==> src/rtl/fd_pkg.sv <==
// Shared constants, FSM state encoding and window base-address helper for detection_scheduler.
package fd_pkg;

    localparam int FD_II_WIDTH  = 160;
    localparam int FD_II_HEIGHT = 120;

    localparam int X_W = 8;
    localparam int Y_W = 7;

    localparam logic [5:0] ST_IDLE     = 6'b000001;
    localparam logic [5:0] ST_LAUNCH   = 6'b000010;
    localparam logic [5:0] ST_WAIT     = 6'b000100;
    localparam logic [5:0] ST_NEXT_STG = 6'b001000;
    localparam logic [5:0] ST_NEXT_WIN = 6'b010000;
    localparam logic [5:0] ST_DONE     = 6'b100000;

    typedef enum logic [5:0] {
        S_IDLE     = ST_IDLE,
        S_LAUNCH   = ST_LAUNCH,
        S_WAIT     = ST_WAIT,
        S_NEXT_STG = ST_NEXT_STG,
        S_NEXT_WIN = ST_NEXT_WIN,
        S_DONE     = ST_DONE
    } fd_state_e;

    function automatic logic [31:0] fd_base_addr(input logic [X_W-1:0] x,
                                                 input logic [Y_W-1:0] y,
                                                 input int             width);
        return 32'(y) * 32'(width) + 32'(x);
    endfunction

endpackage

==> src/rtl/fd_rd_addr_mux.sv <==
// Selects the active stage's buffer read address; drives 0 whenever no stage owns the port.
module fd_rd_addr_mux
    import fd_pkg::*;
#(
    parameter int NUM_CLS = 2,
    parameter int ADDR_W  = 15,
    parameter int SEL_W   = 1
)(
    input  logic                      en,
    input  logic [SEL_W-1:0]          sel,
    input  logic [NUM_CLS*ADDR_W-1:0] addr_in,
    output logic [ADDR_W-1:0]         addr_out
);

    always_comb begin
        addr_out = '0;
        if (en) begin
            for (int i = 0; i < NUM_CLS; i++) begin
                if (sel == SEL_W'(i)) begin
                    addr_out = addr_in[i*ADDR_W +: ADDR_W];
                end
            end
        end
    end

endmodule

==> src/rtl/detection_scheduler.sv <==
// Raster-sweeps the detection window over the integral image and runs the Haar cascade per window.
// FD_EARLY_REJECT_EN: a failing stage skips the remaining stages of that window.
//   state    | meaning
//   IDLE     | waiting for frame_ready
//   LAUNCH   | start pulse to the current stage
//   WAIT     | stage owns the buffer port; wait for done or timeout
//   NEXT_STG | next stage, hit report, or window advance
//   NEXT_WIN | step window position, reload stage 0
//   DONE     | frame_done pulse, drop busy
module detection_scheduler
    import fd_pkg::*;
#(
    parameter int II_WIDTH  = FD_II_WIDTH,
    parameter int II_HEIGHT = FD_II_HEIGHT,
    parameter int WIN_W     = 24,
    parameter int WIN_H     = 24,
    parameter int STEP      = 4,
    parameter int NUM_CLS   = 2,
    parameter int ADDR_W    = 15,
    parameter int TIMEOUT   = 255
)(
    input  logic                      clk,
    input  logic                      rst,
    input  logic                      frame_ready,
    output logic                      busy,
    output logic                      frame_done,
    output logic [NUM_CLS-1:0]        cls_start,
    input  logic [NUM_CLS-1:0]        cls_done,
    input  logic [NUM_CLS-1:0]        cls_flag,
    input  logic [NUM_CLS*ADDR_W-1:0] cls_rd_addr,
    output logic [ADDR_W-1:0]         buf_rd_addr,
    output logic [ADDR_W-1:0]         win_base,
    output logic                      hit_valid,
    output logic [7:0]                hit_x,
    output logic [6:0]                hit_y,
    output logic [15:0]               hit_count,
    output logic                      timeout_err
);

    localparam int STG_W = (NUM_CLS > 1) ? $clog2(NUM_CLS) : 1;
    localparam int TMR_W = (TIMEOUT > 0) ? $clog2(TIMEOUT + 1) : 1;
    localparam int XA_W  = X_W + 1;
    localparam int YA_W  = Y_W + 1;
    localparam logic [XA_W-1:0] X_LAST = XA_W'(II_WIDTH - WIN_W);
    localparam logic [YA_W-1:0] Y_LAST = YA_W'(II_HEIGHT - WIN_H);

    fd_state_e            state_q, state_d;
    logic [X_W-1:0]       x_q, x_d;
    logic [Y_W-1:0]       y_q, y_d;
    logic [STG_W-1:0]     stage_q, stage_d;
    logic [TMR_W-1:0]     tmr_q, tmr_d;
    logic                 pass_q, pass_d;
    logic                 busy_q, busy_d;
    logic                 frame_done_q, frame_done_d;
    logic [NUM_CLS-1:0]   cls_start_q, cls_start_d;
    logic [ADDR_W-1:0]    win_base_q, win_base_d;
    logic                 hit_valid_q, hit_valid_d;
    logic [X_W-1:0]       hit_x_q, hit_x_d;
    logic [Y_W-1:0]       hit_y_q, hit_y_d;
    logic [15:0]          hit_count_q, hit_count_d;
    logic                 timeout_err_q, timeout_err_d;

    logic                 done_sel, flag_sel, last_stg, win_end, in_wait;
    logic [XA_W-1:0]      x_adv;
    logic [YA_W-1:0]      y_adv;

    assign in_wait = (state_q == S_WAIT);

    fd_rd_addr_mux #(
        .NUM_CLS (NUM_CLS),
        .ADDR_W  (ADDR_W),
        .SEL_W   (STG_W)
    ) u_rd_mux (
        .en       (in_wait),
        .sel      (stage_q),
        .addr_in  (cls_rd_addr),
        .addr_out (buf_rd_addr)
    );

    always_comb begin
        state_d       = state_q;
        x_d           = x_q;
        y_d           = y_q;
        stage_d       = stage_q;
        tmr_d         = tmr_q;
        pass_d        = pass_q;
        busy_d        = busy_q;
        frame_done_d  = 1'b0;
        cls_start_d   = '0;
        win_base_d    = win_base_q;
        hit_valid_d   = 1'b0;
        hit_x_d       = hit_x_q;
        hit_y_d       = hit_y_q;
        hit_count_d   = hit_count_q;
        timeout_err_d = timeout_err_q;
        done_sel      = 1'b0;
        flag_sel      = 1'b0;
        win_end       = 1'b0;

        // Only the running stage's done/flag are visible; other stages' pulses are ignored.
        for (int i = 0; i < NUM_CLS; i++) begin
            if (stage_q == STG_W'(i)) begin
                done_sel = cls_done[i];
                flag_sel = cls_flag[i];
            end
        end
        last_stg = (stage_q == STG_W'(NUM_CLS - 1));
        x_adv    = {1'b0, x_q} + XA_W'(STEP);
        y_adv    = {1'b0, y_q} + YA_W'(STEP);

        unique case (state_q)
            S_IDLE: begin
                if (frame_ready) begin
                    state_d       = S_LAUNCH;
                    busy_d        = 1'b1;
                    hit_count_d   = '0;
                    timeout_err_d = 1'b0;
                    x_d           = '0;
                    y_d           = '0;
                    stage_d       = '0;
                    win_base_d    = '0;
                    pass_d        = 1'b1;
                end
            end
            S_LAUNCH: begin
                for (int i = 0; i < NUM_CLS; i++) begin
                    cls_start_d[i] = (stage_q == STG_W'(i));
                end
                tmr_d   = TMR_W'(TIMEOUT);
                state_d = S_WAIT;
            end
            S_WAIT: begin
                if (done_sel) begin
                    pass_d  = pass_q & flag_sel;
                    state_d = S_NEXT_STG;
                end else if (tmr_q == '0) begin
                    pass_d        = 1'b0;
                    timeout_err_d = 1'b1;
                    state_d       = S_NEXT_STG;
                end else begin
                    tmr_d = tmr_q - TMR_W'(1);
                end
            end
            S_NEXT_STG: begin
`ifdef FD_EARLY_REJECT_EN
                win_end = last_stg || !pass_q;
`else
                win_end = last_stg;
`endif
                if (win_end) begin
                    state_d = S_NEXT_WIN;
                    if (last_stg && pass_q) begin
                        hit_valid_d = 1'b1;
                        hit_x_d     = x_q;
                        hit_y_d     = y_q;
                        if (hit_count_q != 16'hFFFF) begin
                            hit_count_d = hit_count_q + 16'd1;
                        end
                    end
                end else begin
                    stage_d = stage_q + STG_W'(1);
                    state_d = S_LAUNCH;
                end
            end
            S_NEXT_WIN: begin
                stage_d = '0;
                pass_d  = 1'b1;
                state_d = S_LAUNCH;
                if (x_adv <= X_LAST) begin
                    x_d = x_adv[X_W-1:0];
                end else begin
                    x_d = '0;
                    if (y_adv <= Y_LAST) begin
                        y_d = y_adv[Y_W-1:0];
                    end else begin
                        state_d = S_DONE;
                    end
                end
                win_base_d = ADDR_W'(fd_base_addr(x_d, y_d, II_WIDTH));
            end
            S_DONE: begin
                frame_done_d = 1'b1;
                busy_d       = 1'b0;
                state_d      = S_IDLE;
            end
            default: state_d = S_IDLE;
        endcase
    end

    always_ff @(posedge clk) begin
        if (rst) begin
            state_q       <= S_IDLE;
            x_q           <= '0;
            y_q           <= '0;
            stage_q       <= '0;
            tmr_q         <= '0;
            pass_q        <= 1'b0;
            busy_q        <= 1'b0;
            frame_done_q  <= 1'b0;
            cls_start_q   <= '0;
            win_base_q    <= '0;
            hit_valid_q   <= 1'b0;
            hit_x_q       <= '0;
            hit_y_q       <= '0;
            hit_count_q   <= '0;
            timeout_err_q <= 1'b0;
        end else begin
            state_q       <= state_d;
            x_q           <= x_d;
            y_q           <= y_d;
            stage_q       <= stage_d;
            tmr_q         <= tmr_d;
            pass_q        <= pass_d;
            busy_q        <= busy_d;
            frame_done_q  <= frame_done_d;
            cls_start_q   <= cls_start_d;
            win_base_q    <= win_base_d;
            hit_valid_q   <= hit_valid_d;
            hit_x_q       <= hit_x_d;
            hit_y_q       <= hit_y_d;
            hit_count_q   <= hit_count_d;
            timeout_err_q <= timeout_err_d;
        end
    end

    assign busy        = busy_q;
    assign frame_done  = frame_done_q;
    assign cls_start   = cls_start_q;
    assign win_base    = win_base_q;
    assign hit_valid   = hit_valid_q;
    assign hit_x       = hit_x_q;
    assign hit_y       = hit_y_q;
    assign hit_count   = hit_count_q;
    assign timeout_err = timeout_err_q;

endmodule

==> config.mk <==
export PLATFORM = sky130hd
export DESIGN_NAME = detection_scheduler
export DESIGN_NICKNAME = d
export VERILOG_FILES = /design/src/rtl/fd_pkg.sv /design/src/rtl/fd_rd_addr_mux.sv /design/src/rtl/detection_scheduler.sv
export SDC_FILE = /design/constraint.sdc
export NUM_CORES = 1
export LEC_CHECK = 0
export ABC_AREA = 1
export CAP_MARGIN = 20
export CORE_MARGIN = 2
export CORE_UTILIZATION = 54
export CTS_CLUSTER_DIAMETER = 120
export DETAILED_ROUTE_END_ITERATION = 10
export HOLD_SLACK_MARGIN = 0.02
export PLACE_DENSITY = 0.84
export SYNTH_ARGS = -nofsm -noshare
export SYNTH_HDL_FRONTEND = slang
export SYNTH_SLANG_ARGS = --single-unit
==> constraint.sdc <==
create_clock -name clk -period 6.2 [get_ports clk]
set_input_delay 1.24 -clock clk [delete_from_list [all_inputs] [get_ports clk]]
set_output_delay 1.24 -clock clk [all_outputs]
set_load 0.005 [all_outputs]
==> reports/qor.txt, run 1 <==
RUN STATUS
----------------------------------------------------------------------------------------
Result of the run                                                           finished clean

FINAL LAYOUT
----------------------------------------------------------------------------------------
Share of final-layout standard cells stronger than drive strength 1               0.0891
Fin cells                                                                            798
Total of fill cells in the finished design                                           650
Number of antenna diodes                                                               0
Number of nets in the layout                                                         746
Area overhead of the layout relative to synthesis                                  27.4%

TIMING
----------------------------------------------------------------------------------------
Setup repair after global routing missed its margin                                   no
Min Tclk post-route                                                              3.75 ns
Worst clock skew                                                               0.0146 ns
Timing-limited maximum frequency                                                 267 MHz
Max-slew violations                                                                    0
Final hold violation count                                                             0
Transition at the pin with the smallest max-transition slack                    0.783 ns
Portion of the clock cycle consumed by the worst path in the final layout          0.604
Number of setup violations in the final report                                         0
Setup total negative slack                                                          0 ns
Worst-case headroom to the max-slew limit                                          0.477

YOSYS
----------------------------------------------------------------------------------------
Top-count cell post-synth                                                        nand2_1
Predominant post-synthesis flop cell                                             dfxtp_1
Cell Area, Synth                                                            0.00428 sq mm
Number of distinct library cells after synthesis                                      46
Number of flops mapped to enable cells by yosys                                        0
Mean instance size in the synthesized netlist                                 7.04 sq um
Biggest area contributors in the synthesized netlist                        dfxtp_1, nand2_1, a21oi_1
Proportion of synthesized chip area in sequential cells                            0.346
Leading cell types by count after synthesis                                 nand2_1, dfxtp_1, inv_1, a21oi_1, nand3_1
Synth warn                                                                             0
Flip-flop and latch count after synthesis                                             74
Fraction of registers with async set or reset after synthesis                          0
Count of mapped cells out of synthesis                                               608
Library cell with the largest summed area after synthesis                        dfxtp_1
Share of the synthesized area in the top cell type                                 0.346

SETUP PATH
----------------------------------------------------------------------------------------
Reg-to-reg setup timing slack                                                    2.64 ns
Worst Setup End Kind                                                        primary output
Worst reg-to-reg path cell count                                                      23
Arrival time reported for the critical path endpoint                             2.51 ns
Reg-to-reg critical path startpoint                                               x_q[2]
CP Class                                                                    input port to primary output
Critical path fanouts, max                                                             1
Critical path startpoint category                                             input port
Critical path data required time                                                 4.96 ns
FF-to-FF End                                                                win_base[12]

GLOBAL ROUTING
----------------------------------------------------------------------------------------
Number of antenna violations at the first check in global routing                      0
Overall routing resource usage                                                     0.247
Total congestion overflow                                                              0
Wire length of the first global-routing pass                                    17700 um
Pin count of the biggest net entering global routing                                  54
Vias in the first global route                                                      4038

FLOORPLANNING
----------------------------------------------------------------------------------------
Placement row count                                                                   32
Die footprint                                                               0.00866 sq mm
Initial Util                                                                       0.557
Die boundary height                                                              93.0 um
Area of the core                                                            0.00769 sq mm
Top Ports                                                                            104
Die Span X                                                                       93.0 um

PLACE
----------------------------------------------------------------------------------------
Buffers on Ports                                                                     101
Count of placed standard cells including taps                                        784
Gp weighted congestion                                                             0.922
HPWL after detailed placement                                                    7650 um

POWER AND IR DROP
----------------------------------------------------------------------------------------
Power density normalized to cell area                                        200 mW/mm^2
Total leakage power                                                           0.00216 uW
Comb power frac                                                                    0.187
Portion of total power attributed to sequential cells                              0.469
Maximum VDD drop                                                                0.121 mV
Switch Pwr                                                                        315 uW
Cell-internal power                                                               776 uW
Proportion of total power due to net switching                                     0.289
Share of power burned in the clock network                                         0.344

DRT
----------------------------------------------------------------------------------------
Vias per Instance                                                                   5.29
Router iterations before antenna repair                                                4
Count of antenna-violating nets left after detailed routing                            0
Via Count                                                                           4224
# DRC                                                                                  0
Post-DR wirelength/cell                                                          13.3 um
Total Wirelength                                                                10600 um
Violation count after the first detailed-routing iteration                           152

CLOCKING
----------------------------------------------------------------------------------------
Number of buffers created by CTS                                                       9
Number of post-CTS setup repair buffers                                                0
Clock buffer depth                                                                     2
Number of clock sinks seen by CTS                                                     74
Clock tree from TritonCTS                                                          built
Clock Pin Slew Worst Setup and Hold Paths                                        0.07 ns
Root buffer cell                                                                clkbuf_8
Number of buffers inserted for hold repair after clock tree synthesis                  0
H-Tree Level Count                                                                     3
Clock latency of the later-clocked register in the worst-skew pair               0.34 ns
Number of instances resized during post-cts repair                                     0

MIN PATH
----------------------------------------------------------------------------------------
Hold EP                                                                       frame_done
Type of the most critical hold path                                         flop to flop
Origin of the worst min-delay path                                            state_q[4]
Count of cells along the worst hold path                                               1

RUN
----------------------------------------------------------------------------------------
Max-cap violations                                                                     0

placed cells by master, fill, tap and decap left out, types with 3 or more instances in the layout:
cell | synthesis | final
inv_2 | 3 | 3
a21oi_2 | 10 | 10
clkbuf_8 | 0 | 11
nand2_2 | 14 | 14
nand4_1 | 8 | 8
nand3_2 | 3 | 3
dfxtp_1 | 74 | 74
xor2_1 | 13 | 13
inv_1 | 64 | 64
or2_1 | 3 | 3
nor2_1 | 43 | 43
nor2_2 | 3 | 3
clkdlybuf4s50_1 | 0 | 100
conb_1 | 1 | 4
a21oi_1 | 62 | 62
a31oi_1 | 6 | 6
xnor2_1 | 4 | 4
o21ai_0 | 22 | 22
nor3_1 | 16 | 15
ha_1 | 16 | 16
nand2_1 | 130 | 130
nand3_1 | 51 | 51
nand3b_1 | 4 | 4
power by group through the flow:
stage,combinational (uW),sequential (uW),clock [uW]
floorplan,154,518,0
global placement,197,520,0
detailed placement,203,522,0
CTS,205,511,380
global route,229,514,401
finish,204,511,375
sequential cells by signal, summed over array words and instances, names as in the netlist, 2 cells and up:
name / count
hit_count: 16
cls_start: 2
win_base: 10
state_q: 6
tmr_q: 8
hit_y: 5
hit_x: 8
x_q: 8
y_q: 5
logic make-up (layout without fill, tap and decap cells):
kind of cell    Yosys count  count (layout)  synth area share
compound gates          113             113             0.152
xor+xnor                 17              17            0.0348
fa+ha+maj                16              16            0.0468
buf+inv                 100             185             0.103
flops                    74              74             0.346
other cells               1               4          0.000876
simple gates            287             287             0.317
worst max-delay path, cell delays in order:
cell             delay [ns]
clkdlybuf4s50_1        0.46
nand2_1                0.05
a21oi_1                0.21
clkdlybuf4s50_1        0.55
how the worst max path moves through the flow:
stage	slack [ns]	endpoint	start
floorplan	3.09	win_base[12]	y_q[2]
global placement	2.50	buf_rd_addr[9]	cls_rd_addr[24]
detailed placement	2.47	buf_rd_addr[5]	cls_rd_addr[20]
CTS	2.46	buf_rd_addr[5]	cls_rd_addr[20]
global route	2.23	buf_rd_addr[5]	state_q[0]
finish	2.45	buf_rd_addr[5]	cls_rd_addr[20]
layout make-up:
cell class / count / area, sq um / area share
clock buffer: 11 / 151 / 0.0277
clock inverter: 3 / 40.0 / 0.00734
inverter: 68 / 258 / 0.0472
multi-input combinational: 437 / 2380 / 0.436
sequential: 74 / 1480 / 0.271
tap: 102 / 128 / 0.0234
timing repair buffer: 103 / 1020 / 0.187
layer usage:
| layer | GRT usage | wire length [um] | vias to the layer above |
|---|---|---|---|
| met5 | 0 | 0 | - |
| met4 | 0.0882 | 168 | 0 |
| met3 | 0.0475 | 406 | 17 |
| met2 | 0.421 | 5210 | 95 |
| met1 | 0.312 | 4820 | 1960 |
| li1 | - | - | 2152 |
through the flow:
step | setup slack (ns) | utilization | cell area, sq um | hold WS [ns] | power [uW]
after floorplan | 3.09 | - | 4290 | 0.397 | 672
after global placement | 2.50 | 0.685 | 5270 | 0.421 | 718
after detailed placement | 2.47 | 0.685 | 5270 | 0.429 | 725
after CTS | 2.46 | 0.710 | 5460 | 0.445 | 1100
after global routing | 2.23 | 0.710 | 5460 | 0.466 | 1140
final | 2.45 | 0.710 | 5460 | 0.446 | 1090
(Power assumes the default switching activity.)
==> run 2: changes to the inputs <==
--- a/config.mk
+++ b/config.mk
@@ -8,11 +8,11 @@
 export ABC_AREA = 1
 export CAP_MARGIN = 20
 export CORE_MARGIN = 2
-export CORE_UTILIZATION = 54
+export CORE_UTILIZATION = 45
 export CTS_CLUSTER_DIAMETER = 120
 export DETAILED_ROUTE_END_ITERATION = 10
 export HOLD_SLACK_MARGIN = 0.02
-export PLACE_DENSITY = 0.84
+export PLACE_DENSITY = 0.75
 export SYNTH_ARGS = -nofsm -noshare
 export SYNTH_HDL_FRONTEND = slang
 export SYNTH_SLANG_ARGS = --single-unit
==> constraint.sdc (replaced) <==
create_clock -name clk -period 3.2 [get_ports clk]
set_input_delay 0.64 -clock clk [delete_from_list [all_inputs] [get_ports clk]]
set_output_delay 0.64 -clock clk [all_outputs]
set_load 0.005 [all_outputs]
==> run 2 against run 1 <==
Net effect: global-route usage shrank 2.4 points; first-iteration DRC count is 16% higher; total power rose by 98%; worst setup slack got worse by 2.3 ns; critical path type is now flop to flop; critical endpoint is now win_base[12]; largest power group unchanged.
==> reports/qor.txt, run 2 (synthesized netlist as in run 1, its figures left out) <==
RUN STATUS
----------------------------------------------------------------------------------------
Result of the run                                                           finished clean

TIMING
----------------------------------------------------------------------------------------
Transition at the pin with the smallest max-transition slack                    0.764 ns   -0.0190 ns
Min Tclk post-route                                                              3.06 ns
Worst-case headroom to the max-slew limit                                          0.490   +0.0133
Portion of the clock cycle consumed by the worst path in the final layout          0.957
Timing-limited maximum frequency                                                 326 MHz
Max-slew violations                                                                    0   unchanged
Setup total negative slack                                                          0 ns   unchanged
Final hold violation count                                                             0   unchanged
Number of setup violations in the final report                                         0   unchanged
Worst clock skew                                                              0.00833 ns   -0.00629 ns
Post-route setup slack                                                          0.136 ns   -2.32 ns

GLOBAL ROUTING
----------------------------------------------------------------------------------------
Met3 track demand over resource in global routing                                 0.0228   -0.0248
Number of antenna violations at the first check in global routing                      0   unchanged
Overall routing resource usage                                                     0.223   -0.0243
Vias in the first global route                                                      4203   +4.1%
Busiest layer in global routing                                                     met2
Met2 Track Usage GR                                                                0.381   -0.0403
Wire length of the first global-routing pass                                    18900 um   +7.0%
Total congestion overflow                                                              0   unchanged
Met1 global-route usage                                                            0.291   -0.0208
Pin count of the biggest net entering global routing                                  53   -1.9%

SETUP PATH
----------------------------------------------------------------------------------------
Worst reg-to-reg path cell count                                                      22   -4.3%
Arrival time reported for the critical path endpoint                             3.27 ns   +0.76 ns
Worst Setup End Kind                                                                flop
FF-to-FF End                                                                win_base[12]
Reg-to-reg setup timing slack                                                    0.14 ns   -2.50 ns
Reg-to-reg critical path startpoint                                               x_q[3]
Critical path data required time                                                 3.41 ns   -1.55 ns
CP Class                                                                    flop to flop
Critical path startpoint category                                                   flop
Critical path fanouts, max                                                             5   +4

DRT
----------------------------------------------------------------------------------------
Via Count                                                                           4372   +3.5%
Total Wirelength                                                                11900 um   +12%
# DRC                                                                                  0   unchanged
Post-DR wirelength/cell                                                          14.1 um   +6.1%
Count of antenna-violating nets left after detailed routing                            0   unchanged
Vias per Instance                                                                   5.19   -1.9%
Router iterations before antenna repair                                                4   unchanged
Violation count after the first detailed-routing iteration                           176   +16%

FLOORPLANNING
----------------------------------------------------------------------------------------
Initial Util                                                                       0.463   -0.0936
Die footprint                                                               0.0103 sq mm   +19%
Top Ports                                                                            104   unchanged
Die Span X                                                                        102 um   +9.1%
Area of the core                                                            0.00924 sq mm   +20%
Die boundary height                                                               102 um   +9.1%
Placement row count                                                                   35   +9.4%

FINAL LAYOUT
----------------------------------------------------------------------------------------
Area overhead of the layout relative to synthesis                                  34.8%
Most frequent cells in the layout                                           nand2_1, clkdlybuf4s50_1, dfxtp_1
Largest register FFs                                                                  16   unchanged
Post-route cell area                                                        0.00577 sq mm   +5.8%
Layout Utilization                                                                 0.625   -0.0850
Number of nets in the layout                                                         761   +2.0%
Leading cell type in the layout, fill and taps excluded                          nand2_1
Number of antenna diodes                                                               0   unchanged
Share of final-layout standard cells stronger than drive strength 1                0.146   +0.0568

MIN PATH
----------------------------------------------------------------------------------------
Type of the most critical hold path                                         flop to flop
Hold EP                                                                       frame_done
Count of cells along the worst hold path                                               1   unchanged
Origin of the worst min-delay path                                            state_q[4]

POWER AND IR DROP
----------------------------------------------------------------------------------------
Share of power burned in the clock network                                         0.353   +0.009
Portion of total power attributed to sequential cells                              0.458   -0.011
Proportion of total power due to net switching                                     0.306   +0.0175
Switch Pwr                                                                        660 uW   +110%
Total design power                                                               2160 uW   +98%
Total leakage power                                                           0.00223 uW   +3.4%
Power density normalized to cell area                                        373 mW/mm^2   +87%
Cell-internal power                                                              1500 uW   +93%
Maximum VDD drop                                                                0.219 mV   +81%
Comb power frac                                                                    0.189   +0.002

CLOCKING
----------------------------------------------------------------------------------------
Number of clock sinks seen by CTS                                                     74   unchanged
Clock buffer depth                                                                     2   unchanged
Number of buffers inserted for hold repair after clock tree synthesis                  0   unchanged
Clock Pin Slew Worst Setup and Hold Paths                                        0.08 ns   about the same
H-Tree Level Count                                                                     3   unchanged
Clock latency of the later-clocked register in the worst-skew pair               0.35 ns   about the same
Clock tree from TritonCTS                                                          built
Root buffer cell                                                                clkbuf_8
Number of buffers created by CTS                                                       9   unchanged

PLACE
----------------------------------------------------------------------------------------
HPWL after detailed placement                                                    8400 um   +9.7%
Buffers on Ports                                                                     101   unchanged
Instance area at placement                                                  0.00540 sq mm   +2.6%
DP Worst Slack                                                                 -0.124 ns   -2.59 ns
Gp weighted congestion                                                             0.946   +2.7%

RUN
----------------------------------------------------------------------------------------
Max-cap violations                                                                     0   unchanged

[run 2: power groups by stage]
stage	logic (uW)	registers (uW)	clock network (uW)
2_1_floorplan	299	1000	0
3_3_place_gp	391	1010	0
3_5_place_dp	403	1010	0
4_1_cts	405	989	770
5_1_grt	452	992	805
6_report	407	988	761
[run 2: final cells by class]
cell class / instances / area (sq um)
inverter: 68 / 258
timing repair buffer: 118 / 1130
multi-input combinational: 437 / 2520
clock buffer: 10 / 138
fill: 806 / 3470
sequential: 74 / 1490
clock inverter: 6 / 65.1
tap: 129 / 161
[run 2: worst max-delay path by stage]
stage | slack (ns) | cells past startpoint | start | end
6_report | 0.14 | 22 | x_q[3] | win_base[12]
3_3_place_gp | 0.05 | 22 | x_q[3] | win_base[12]
5_1_grt | -0.06 | 23 | y_q[2] | win_base[13]
3_5_place_dp | -0.12 | 21 | x_q[2] | win_base[12]
2_1_floorplan | 0.09 | 24 | y_q[2] | win_base[12]
4_1_cts | 0.03 | 23 | y_q[3] | win_base[12]
[run 2: worst max-delay path: stages, from the launching register on]
cell,delay [ns]
dfxtp_4,0.38
inv_1,0.06
ha_1,0.29
inv_1,0.04
a21oi_1,0.12
nand3_1,0.10
nand2_2,0.09
nand2_4,0.07
nand3_4,0.11
nand2_1,0.10
o21ai_2,0.11
ha_4,0.24
ha_4,0.15
inv_1,0.08
nand2_2,0.09
a21o_1,0.23
xnor2_2,0.17
nor2_4,0.14
nand4_1,0.13
nand2_1,0.09
inv_1,0.04
nand2_1,0.05
a21oi_1,0.05
[run 2: timing repair]
action / in CTS / in global routing
setup endpoints to repair: 3 / 5
setup buffers: 0 / 1
resized for setup: 7 / 25
pin swaps: 0 / 8
[run 2: routing by layer]
metal,wire [um],up-vias
met5,0,-
met4,269,0
met1,5080,2055
met2,6070,114
met3,446,23
li1,-,2180
[run 2: through the flow]
| stage | cells | hold slack (ns) |
|---|---|---|
| 5_1_grt | 842 | 0.455 |
| 3_5_place_dp | 825 | 0.413 |
| 3_3_place_gp | 825 | 0.414 |
| 4_1_cts | 841 | 0.427 |
| 2_1_floorplan | 611 | 0.397 |
| 6_report | 842 | 0.426 |
